File: src/rtl/imem_fetch_buffer.sv
// Byte-serial instruction loader feeding the SEQ fetch stage: reads one byte per cycle
// until the icode-implied length is captured. Optional macro: IMEM_BOUND_CHECK_EN.
module imem_fetch_buffer #(
    parameter int IMEM_AW   = 10,
    parameter int IMEM_SIZE = 1024
) (
    input  logic               clk,
    input  logic               rst_n,
    input  logic               flush,
    input  logic               req_valid,
    output logic               req_ready,
    input  logic [63:0]        req_pc,
    output logic               imem_rd,
    output logic [IMEM_AW-1:0] imem_addr,
    input  logic [7:0]         imem_rdata,
    output logic               out_valid,
    input  logic               out_ready,
    output logic [0:79]        instruct,
    output logic [63:0]        out_pc,
    output logic [3:0]         out_len,
    output logic               mem_err
);

    typedef enum logic [1:0] {
        ST_IDLE,
        ST_LOAD,
        ST_DONE
    } state_t;

    if (IMEM_SIZE > (2 ** IMEM_AW)) begin : g_bad_size
        $error("IMEM_SIZE exceeds the range addressable by IMEM_AW");
    end

    function automatic logic [3:0] decode_len(input logic [3:0] icode);
        case (icode)
            4'h2, 4'h6, 4'hA, 4'hB: return 4'd2;
            4'h7, 4'h8:             return 4'd9;
            4'h3, 4'h4, 4'h5:       return 4'd10;
            default:                return 4'd1;
        endcase
    endfunction

    state_t             state_q, state_d;
    logic [63:0]        pc_q, pc_d;
    logic [0:79]        buf_q, buf_d;
    logic [3:0]         len_q, len_d;
    logic [3:0]         issue_cnt_q, issue_cnt_d;
    logic [3:0]         cap_cnt_q, cap_cnt_d;
    logic               err_q, err_d;
    logic               rd_q, rd_d;
    logic [IMEM_AW-1:0] addr_q, addr_d;
    // slot_*: a byte was issued this cycle (even if its read was suppressed);
    // cap_*: that slot's data is on imem_rdata this cycle.
    logic               slot_q, slot_d;
    logic               slot_oob_q, slot_oob_d;
    logic               cap_pend_q, cap_pend_d;
    logic               cap_oob_q, cap_oob_d;

    logic [3:0]         issue_idx;
    logic [IMEM_AW-1:0] issue_addr;
    logic               issue_oob;
    logic               do_issue;
    logic               first_cap;
    logic [7:0]         cap_byte;
    logic [3:0]         cur_len;

    // A new load always issues byte 0 from the incoming PC.
    assign issue_idx = (state_q == ST_IDLE) ? 4'd0 : issue_cnt_q;

`ifdef IMEM_BOUND_CHECK_EN
    logic [63:0] issue_full;
    assign issue_full = ((state_q == ST_IDLE) ? req_pc : pc_q) + 64'(issue_idx);
    assign issue_addr = issue_full[IMEM_AW-1:0];
    assign issue_oob  = (issue_full >= 64'(IMEM_SIZE));
`else
    assign issue_addr = ((state_q == ST_IDLE) ? req_pc[IMEM_AW-1:0] : pc_q[IMEM_AW-1:0])
                        + IMEM_AW'(issue_idx);
    assign issue_oob  = 1'b0;
`endif

    always_comb begin
        // NOTE: every variable written here gets a default first, so no path infers a latch.
        state_d     = state_q;
        pc_d        = pc_q;
        buf_d       = buf_q;
        len_d       = len_q;
        issue_cnt_d = issue_cnt_q;
        cap_cnt_d   = cap_cnt_q;
        err_d       = err_q;
        addr_d      = addr_q;
        rd_d        = 1'b0;
        slot_d      = 1'b0;
        slot_oob_d  = 1'b0;
        cap_pend_d  = 1'b0;
        cap_oob_d   = 1'b0;
        do_issue    = 1'b0;

        cap_byte  = cap_oob_q ? 8'h00 : imem_rdata;
        first_cap = cap_pend_q && (cap_cnt_q == 4'd0);
        // The length is usable on the very edge that captures byte 0.
        cur_len   = first_cap ? decode_len(cap_byte[7:4]) : len_q;

        case (state_q)
            ST_IDLE: begin
                if (req_valid && req_ready) begin
                    state_d   = ST_LOAD;
                    pc_d      = req_pc;
                    buf_d     = '0;
                    len_d     = 4'd0;
                    cap_cnt_d = 4'd0;
                    err_d     = 1'b0;
                    do_issue  = 1'b1;
                end
            end
            ST_LOAD: begin
                cap_pend_d = slot_q;
                cap_oob_d  = slot_oob_q;
                if (cap_pend_q && (first_cap || (cap_cnt_q < len_q))) begin
                    buf_d[{cap_cnt_q, 3'b000} +: 8] = cap_byte;
                    cap_cnt_d = cap_cnt_q + 4'd1;
                    len_d     = cur_len;
                    if (cap_oob_q) begin
                        err_d = 1'b1;
                    end
                    if (cap_cnt_q + 4'd1 == cur_len) begin
                        state_d = ST_DONE;
                    end
                end
                // Byte 0 still unknown: keep issuing blindly (byte 1 is always fetched).
                if ((state_d == ST_LOAD) && ((cap_cnt_d == 4'd0) || (issue_cnt_q < cur_len))) begin
                    do_issue = 1'b1;
                end
            end
            ST_DONE: begin
                if (out_ready) begin
                    state_d = ST_IDLE;
                end
            end
            default: begin
                state_d = ST_IDLE;
            end
        endcase

        if (do_issue) begin
            slot_d      = 1'b1;
            slot_oob_d  = issue_oob;
            rd_d        = !issue_oob;
            addr_d      = issue_addr;
            issue_cnt_d = issue_idx + 4'd1;
        end

        // Flush wins over every other transition; in-flight data is dropped.
        if (flush) begin
            state_d    = ST_IDLE;
            rd_d       = 1'b0;
            slot_d     = 1'b0;
            cap_pend_d = 1'b0;
        end
    end

    always_ff @(posedge clk) begin
        // NOTE: sequential state uses non-blocking assignments so all registers update together.
        if (!rst_n) begin
            state_q     <= ST_IDLE;
            pc_q        <= '0;
            // NOTE: the instruction buffer is a plain register vector and is visible, so it is reset.
            buf_q       <= '0;
            len_q       <= '0;
            issue_cnt_q <= '0;
            cap_cnt_q   <= '0;
            err_q       <= 1'b0;
            rd_q        <= 1'b0;
            addr_q      <= '0;
            slot_q      <= 1'b0;
            slot_oob_q  <= 1'b0;
            cap_pend_q  <= 1'b0;
            cap_oob_q   <= 1'b0;
        end else begin
            state_q     <= state_d;
            pc_q        <= pc_d;
            buf_q       <= buf_d;
            len_q       <= len_d;
            issue_cnt_q <= issue_cnt_d;
            cap_cnt_q   <= cap_cnt_d;
            err_q       <= err_d;
            rd_q        <= rd_d;
            addr_q      <= addr_d;
            slot_q      <= slot_d;
            slot_oob_q  <= slot_oob_d;
            cap_pend_q  <= cap_pend_d;
            cap_oob_q   <= cap_oob_d;
        end
    end

    assign req_ready = rst_n && (state_q == ST_IDLE);
    assign out_valid = (state_q == ST_DONE);
    assign imem_rd   = rd_q;
    assign imem_addr = addr_q;
    assign instruct  = buf_q;
    assign out_pc    = pc_q;
    assign out_len   = len_q;
    assign mem_err   = err_q;

endmodule

File: config.mk
export PLATFORM = sky130hd
export DESIGN_NAME = imem_fetch_buffer
export DESIGN_NICKNAME = d
export VERILOG_FILES = /design/src/rtl/imem_fetch_buffer.sv
export SDC_FILE = /design/constraint.sdc
export NUM_CORES = 1
export LEC_CHECK = 0
export ABC_AREA = 1
export ABC_CLOCK_PERIOD_IN_PS = 2300
export CAP_MARGIN = 20
export CELL_PAD_IN_SITES_DETAIL_PLACEMENT = 0
export CELL_PAD_IN_SITES_GLOBAL_PLACEMENT = 1
export CORE_ASPECT_RATIO = 1.4
export CORE_UTILIZATION = 30
export DETAILED_ROUTE_END_ITERATION = 16
export GPL_ROUTABILITY_DRIVEN = 1
export PLACE_DENSITY = 0.77
export REMOVE_ABC_BUFFERS = 1
export SLEW_MARGIN = 20
export SYNTH_ARGS = -nofsm -noshare
export SYNTH_HDL_FRONTEND = slang
export SYNTH_SLANG_ARGS = --single-unit
File: constraint.sdc
create_clock -name clk -period 2.3 [get_ports clk]
set_input_delay 0.23 -clock clk [delete_from_list [all_inputs] [get_ports clk]]
set_output_delay 0.23 -clock clk [all_outputs]
set_load 0.01 [all_outputs]
==> metrics.txt, run 1 <==
via count 7577; crit path kind reg2reg; final critical-path required period 2210 ps; RD Place Congestion 0.812; drt initial violations 453; Worst Setup Start Kind flop; R2R Path End issue_cnt_q[2]; GRT Overall Usage 0.188; max_slew headroom 0.447; fraction of registers with async set/reset 0; arrival time of the worst setup path 2540 ps; unrepaired setup endpoints after global routing true; ANT cells 0; skew final 8.46 ps; CP top delay family simple AND/OR/NAND/NOR gates; FMAX 0.452 GHz; status completed; IO Port Bufs 237; Worst-Skew Late Latency 430 ps; Worst R2R Start cap_cnt_q[1]; Critical Path RT 2630 ps; Crit path largest cell delay 360 ps; XOR/XNOR share of the synthesized area 0.0150; fin nets 1386; initial core utilization 0.305; FF+latch count, synth 170; Pleak 4.63 nW; largest net degree at the start of global routing 108; Clock Tree Buf Depth 2; Via density 4.68; synthesized instance count 1023; CTS tree yes; clock sinks 170; number of remaining DRC errors 0; warnings from Yosys 0; Mean Syn Cell Area 7.36 µm²; CP cell instances inv_4 > ha_4 > nand2_4 > nor2_8 > buf_12 > nand2_2 > nand2_4 > inv_2 > ha_4 > nand2_2 > nand2_1 > nand2_1 > nand2_1 > nand2_2 > nand3_4 > buf_2 > nand3_1 > nand2_1 > nor2_1; Worst Path Buf+Inv 4; sequential cell area fraction in the yosys report 0.452; main combinational cell family by area after synthesis simple AND/OR/NAND/NOR gates; Main synth FF type dfxtp_1; Post-synth EDFFs 0; Area contributors post-synth dfxtp_1 45%, nand2_1 13%, nand3_1 8.6%; H-tree levels 4; Hold Crit Class in2reg; hold_buf cts 0; gr ovfl total 0; drt wl/cell 14.7 µm; clock root cell clkbuf_16; area share of the largest cell type after synthesis 0.452; post-synthesis compound-gate area fraction 0.119; crit path max fanout 6; DRT Pass-1 Iters 5; R2R depth 19; WL final 23800 µm; total power 7.02 mW; Core ar. 0.0247 mm²; Slew Viols, Final 0; Finish-stage setup viols 0; Yosys cell types 38; ratio of cells with drive above 1 in the final layout 0.142; highest-delay cell along the critical path dfxtp_4; Routed Antenna Nets 0; die width 136 µm; r2r setup slk 90 ps; post-synthesis adder-cell area fraction 0.0309; final count of hold timing violations 0; mapped cell area 0.00753 mm²; most used cell along the critical path nand2_1; CP Capture Type flop; critical path depth in cells 19; Die Area 0.0258 mm²; Area Overhead vs Synth 51.8%; mux share of post-synthesis cell area 0; die height 189 µm; Synth Area in Simple Gates 0.309; Ports 239; PD cells 614 mW/mm²; critical path endpoint issue_cnt_q[2]; Setup TNS 0 ps; clk slew on worst S/H paths 70 ps; MaxCap Viol Count 0; DP HPWL 17000 µm; Final Cycle Share 0.962; Num CTS Buffers 17; Synth area leader dfxtp_1; vias in the first global route 7297; antenna violations before repair 0; crit path from cap_cnt_q[1]; worst-margin pin slew 830 ps; global-route wire length before repair 37700 µm; VDD IR max 0.502 mV; cell row count 68
## how the worst min path moves through the flow
stage / startpoint / cells past startpoint / end / slack, ps
CTS: req_pc[62] / 3 / out_pc[62] / 310
global placement: instruct[4] / 2 / instruct[4] / 450
detailed placement: instruct[47] / 2 / instruct[47] / 460
finish: req_pc[62] / 3 / out_pc[62] / 330
global route: req_pc[60] / 3 / out_pc[60] / 320
floorplan: req_pc[10] / 2 / out_pc[10] / 340
## cell type report
class	count	area [µm²]
flip-flops and latches	170	3410
clock buffers	17	425
clock inverters	15	168
inverters	77	304
multi-input cells	723	3780
repair buffers	302	2950
well taps	315	394
fillers	2502	13200
## flip-flops by register name, indices dropped and copies added (netlist names)
signal / flops
cap_cnt_q: 4
cap_pend_q: 1
imem_addr: 10
instruct: 80
issue_cnt_q: 4
out_len: 4
out_pc: 64
slot_q: 1
state_q: 2
## synthesized netlist by cell type (all sizes together), types with 10 or more instances
cell type / n
a21oi: 114
buf: 26
clkbuf: 27
dfxtp: 170
ha: 17
inv: 75
nand2: 268
nand3: 132
nand4: 18
nor2: 85
nor3: 20
o21ai: 49
xor2: 10
## worst register-to-register path, cell delays in order (launching register included)
cell and delay (ps):
dfxtp_4 360, inv_4 60, ha_4 140, nand2_4 70, nor2_8 140, buf_12 110, nand2_2 60, nand2_4 70
inv_2 40, ha_4 250, nand2_2 30, nand2_1 50, nand2_1 50, nand2_1 60, nand2_2 60, nand3_4 130
buf_2 190, nand3_1 80, nand2_1 90, nor2_1 50
## per-layer routing
metal  vias up  GRT usage  part of all wire
li1       3895          -                 -
met1      3435      0.211              0.41
met2       208      0.328              0.50
met3        39     0.0519             0.061
met4         0     0.0786             0.026
met5         -          0                 0
## cells by family (layout without fill, tap and decap cells)
family / after synthesis / in the layout
other: 1 / 1
buffers and inverters: 130 / 411
and+or+nand+nor: 526 / 526
AOI/OAI and AO/OA: 166 / 166
DFF: 170 / 170
xor gates and xnor gates: 12 / 12
adders and majority gates: 18 / 18
## layout by cell type (no fill, tap or decap), types with 20 or more instances in the layout
cell | netlist | layout
a21oi_1 | 104 | 104
buf_4 | 2 | 54
clkdlybuf4s50_1 | 0 | 236
dfxtp_1 | 170 | 163
inv_1 | 61 | 59
nand2_1 | 257 | 245
nand3_1 | 130 | 127
nor2_1 | 77 | 73
nor3_1 | 20 | 20
o21ai_0 | 43 | 42
## report_power, final
part / switching (mW) / internal [mW] / leakage, nW
registers: 0.0723 / 3.07 / 1.39
logic: 0.474 / 0.480 / 2.95
clock network: 1.30 / 1.62 / 0.284
## through the flow
step / utilization / hold slack [ps] / area (µm²) / cells / setup slack, ps
after floorplan: - / 340 / 7270 / 970 / -2500
after global placement: 0.424 / 449 / 10500 / 1572 / -15.9
after detailed placement: 0.424 / 457 / 10500 / 1572 / -80.6
after CTS: 0.448 / 307 / 11100 / 1604 / 14.5
after global routing: 0.464 / 317 / 11400 / 1619 / -73.7
final: 0.464 / 329 / 11400 / 1619 / 87.7
## what timing repair did
action                     4_1_cts  5_1_grt
buffers inserted                 0       11
setup endpoints to repair        5       91
cloned                           0        4
resized for setup                3       53
pin swaps                        0       23
Note: power is estimated with default switching activity, not from simulation.
==> inputs of run 2 (changes only) <==
CAP_MARGIN = 40   (was 20)
==> run 2 against run 1 <==
- the flow now finishes with violations (setup timing)
- clock power rose by 9.2%
- first-iteration DRC count fell by 25%
- hold slack about the same
- fmax fell by 3.8%
- cell count up 0.31%
- register-to-register slack lost 90 ps
- critical path type unchanged
- highest routed layer unchanged
==> metrics.txt, run 2 (synthesized netlist as in run 1, its figures left out) <==
Num CTS Buffers 17; Via density 4.70; wire length on met2 12400 µm; VDD IR max 0.525 mV; GRT Overall Usage 0.188; Hold Crit Class in2reg; Area Overhead vs Synth 53.7%; Finish-stage setup viols 1; crit path max fanout 6; WL final 24200 µm; via count 7633; footprint of the multi-input gates 0.00380 mm²; placed cells 1573; arrival time of the worst setup path 2670 ps; violated checks setup timing; clock root cell clkbuf_16; final cell count without fillers 1624; drt initial violations 340; CP cell instances buf_6 > ha_4 > nand2_1 > nand2_1 > nand2_1 > nand2_2 > nand2_4 > buf_6 > nand2_1 > nand2_2 > nor2_2 > nand2_1 > nand2_2 > nand3_4 > clkbuf_16 > nand3_2 > nand2_1 > nor2_1; global-route wire length before repair 37800 µm; CTS tree yes; Post-Layout Inst Area 0.0116 mm²; die height 189 µm; RD Place Congestion 0.812; Worst-Skew Late Latency 440 ps; fillcell total 2483; highest metal used met4; clock sinks 170; cell row count 68; total power 7.30 mW; ANT cells 0; WL met1 9760 µm; Crit path largest cell delay 340 ps; MaxCap Viol Count 0; Clock Tree Buf Depth 2; Slew Viols, Final 0; most used cell along the critical path nand2_1; most frequent cells in the layout 244 x nand2_1, 236 x clkdlybuf4s50_1, 164 x dfxtp_1; Ports 239; final worst setup slack -0.692 ps; status finished with violations; max_slew headroom 0.478; number of remaining DRC errors 0; DP HPWL 17100 µm; final hold slack 329 ps; antenna violations before repair 0; Core Util, Final 0.469; Setup TNS -0.692 ps; ratio of cells with drive above 1 in the final layout 0.154; gr ovfl total 0; most common cell after layout, fill and taps aside nand2_1; final critical-path required period 2300 ps; Pleak 4.72 nW; final count of hold timing violations 0; Hold Crit Depth 3; Routed Antenna Nets 0; DRT Pass-1 Iters 5; Worst Setup Start Kind flop; unrepaired setup endpoints after global routing true; Core ar. 0.0247 mm²; Critical Path RT 2670 ps; skew final 7.92 ps; Reg area 0.00341 mm²; H-tree levels 4; largest net degree at the start of global routing 70; FMAX 0.435 GHz; vias in the first global route 7301; pre-CTS setup slack -66.4 ps; met3 wire len 1500 µm; highest-delay cell along the critical path dfxtp_2; initial core utilization 0.305; Final Cycle Share 1.00; Die Area 0.0258 mm²; worst-margin pin slew 783 ps; fin nets 1391; crit path kind reg2reg; Post-DP Area 0.0105 mm²; drt wl/cell 14.9 µm; die width 136 µm; PD cells 631 mW/mm²; clk slew on worst S/H paths 70 ps; CP Capture Type flop; IO Port Bufs 237; hold_buf cts 0; max reg flops 80; R2R depth 18
-- run 2: changes by cell type in the layout (fill, tap and decap cells not counted), sizes merged --
cell	change
inv	+1
bufinv	+2
buf	+5
clkinvlp	+1
clkbuf	+1
clkinv	-5
-- run 2: final timing paths --
path	start	endpoint	slack, ps
setup / recovery	cap_cnt_q[1]	imem_addr[4]	-0.7
setup reg to reg	cap_cnt_q[1]	imem_addr[4]	-0.7
hold reg to reg	instruct[40]	instruct[40]	460
hold / removal	req_pc[47]	out_pc[47]	330
-- run 2: worst max-delay path: cells and delay by family, from the launching register on --
family / cells / cell delay, ps
adders and majority gates: 1 / 240
DFF: 1 / 340
buffers and inverters: 3 / 460
and+or+nand+nor: 14 / 1190
-- run 2: metal layers --
layer | vias to the layer above | track usage
li1 | 3897 | -
met1 | 3475 | 0.210
met2 | 227 | 0.330
met3 | 34 | 0.0552
met4 | 0 | 0.0714
met5 | - | 0
-- run 2: power by group --
group	switching, mW	leakage [nW]	internal, mW
Combinational	0.478	3.02	0.485
Clock	1.32	0.306	1.87
Sequential	0.0715	1.39	3.07
Total	1.87	4.72	5.43
-- run 2: cell type report --
class,count,area share
Clock buffer,18,0.0379
Timing Repair Buffer,307,0.261
Clock inverter,14,0.0178
Multi-Input combinational cell,723,0.328
Inverter,77,0.0259
Sequential cell,170,0.295
Tap cell,315,0.0340
-- run 2: timing repair --
action	in CTS	in global routing
endpoints found under the setup margin	10	79
cloned	0	4
pin swaps	1	24
buffers inserted	1	14
resized for setup	2	64
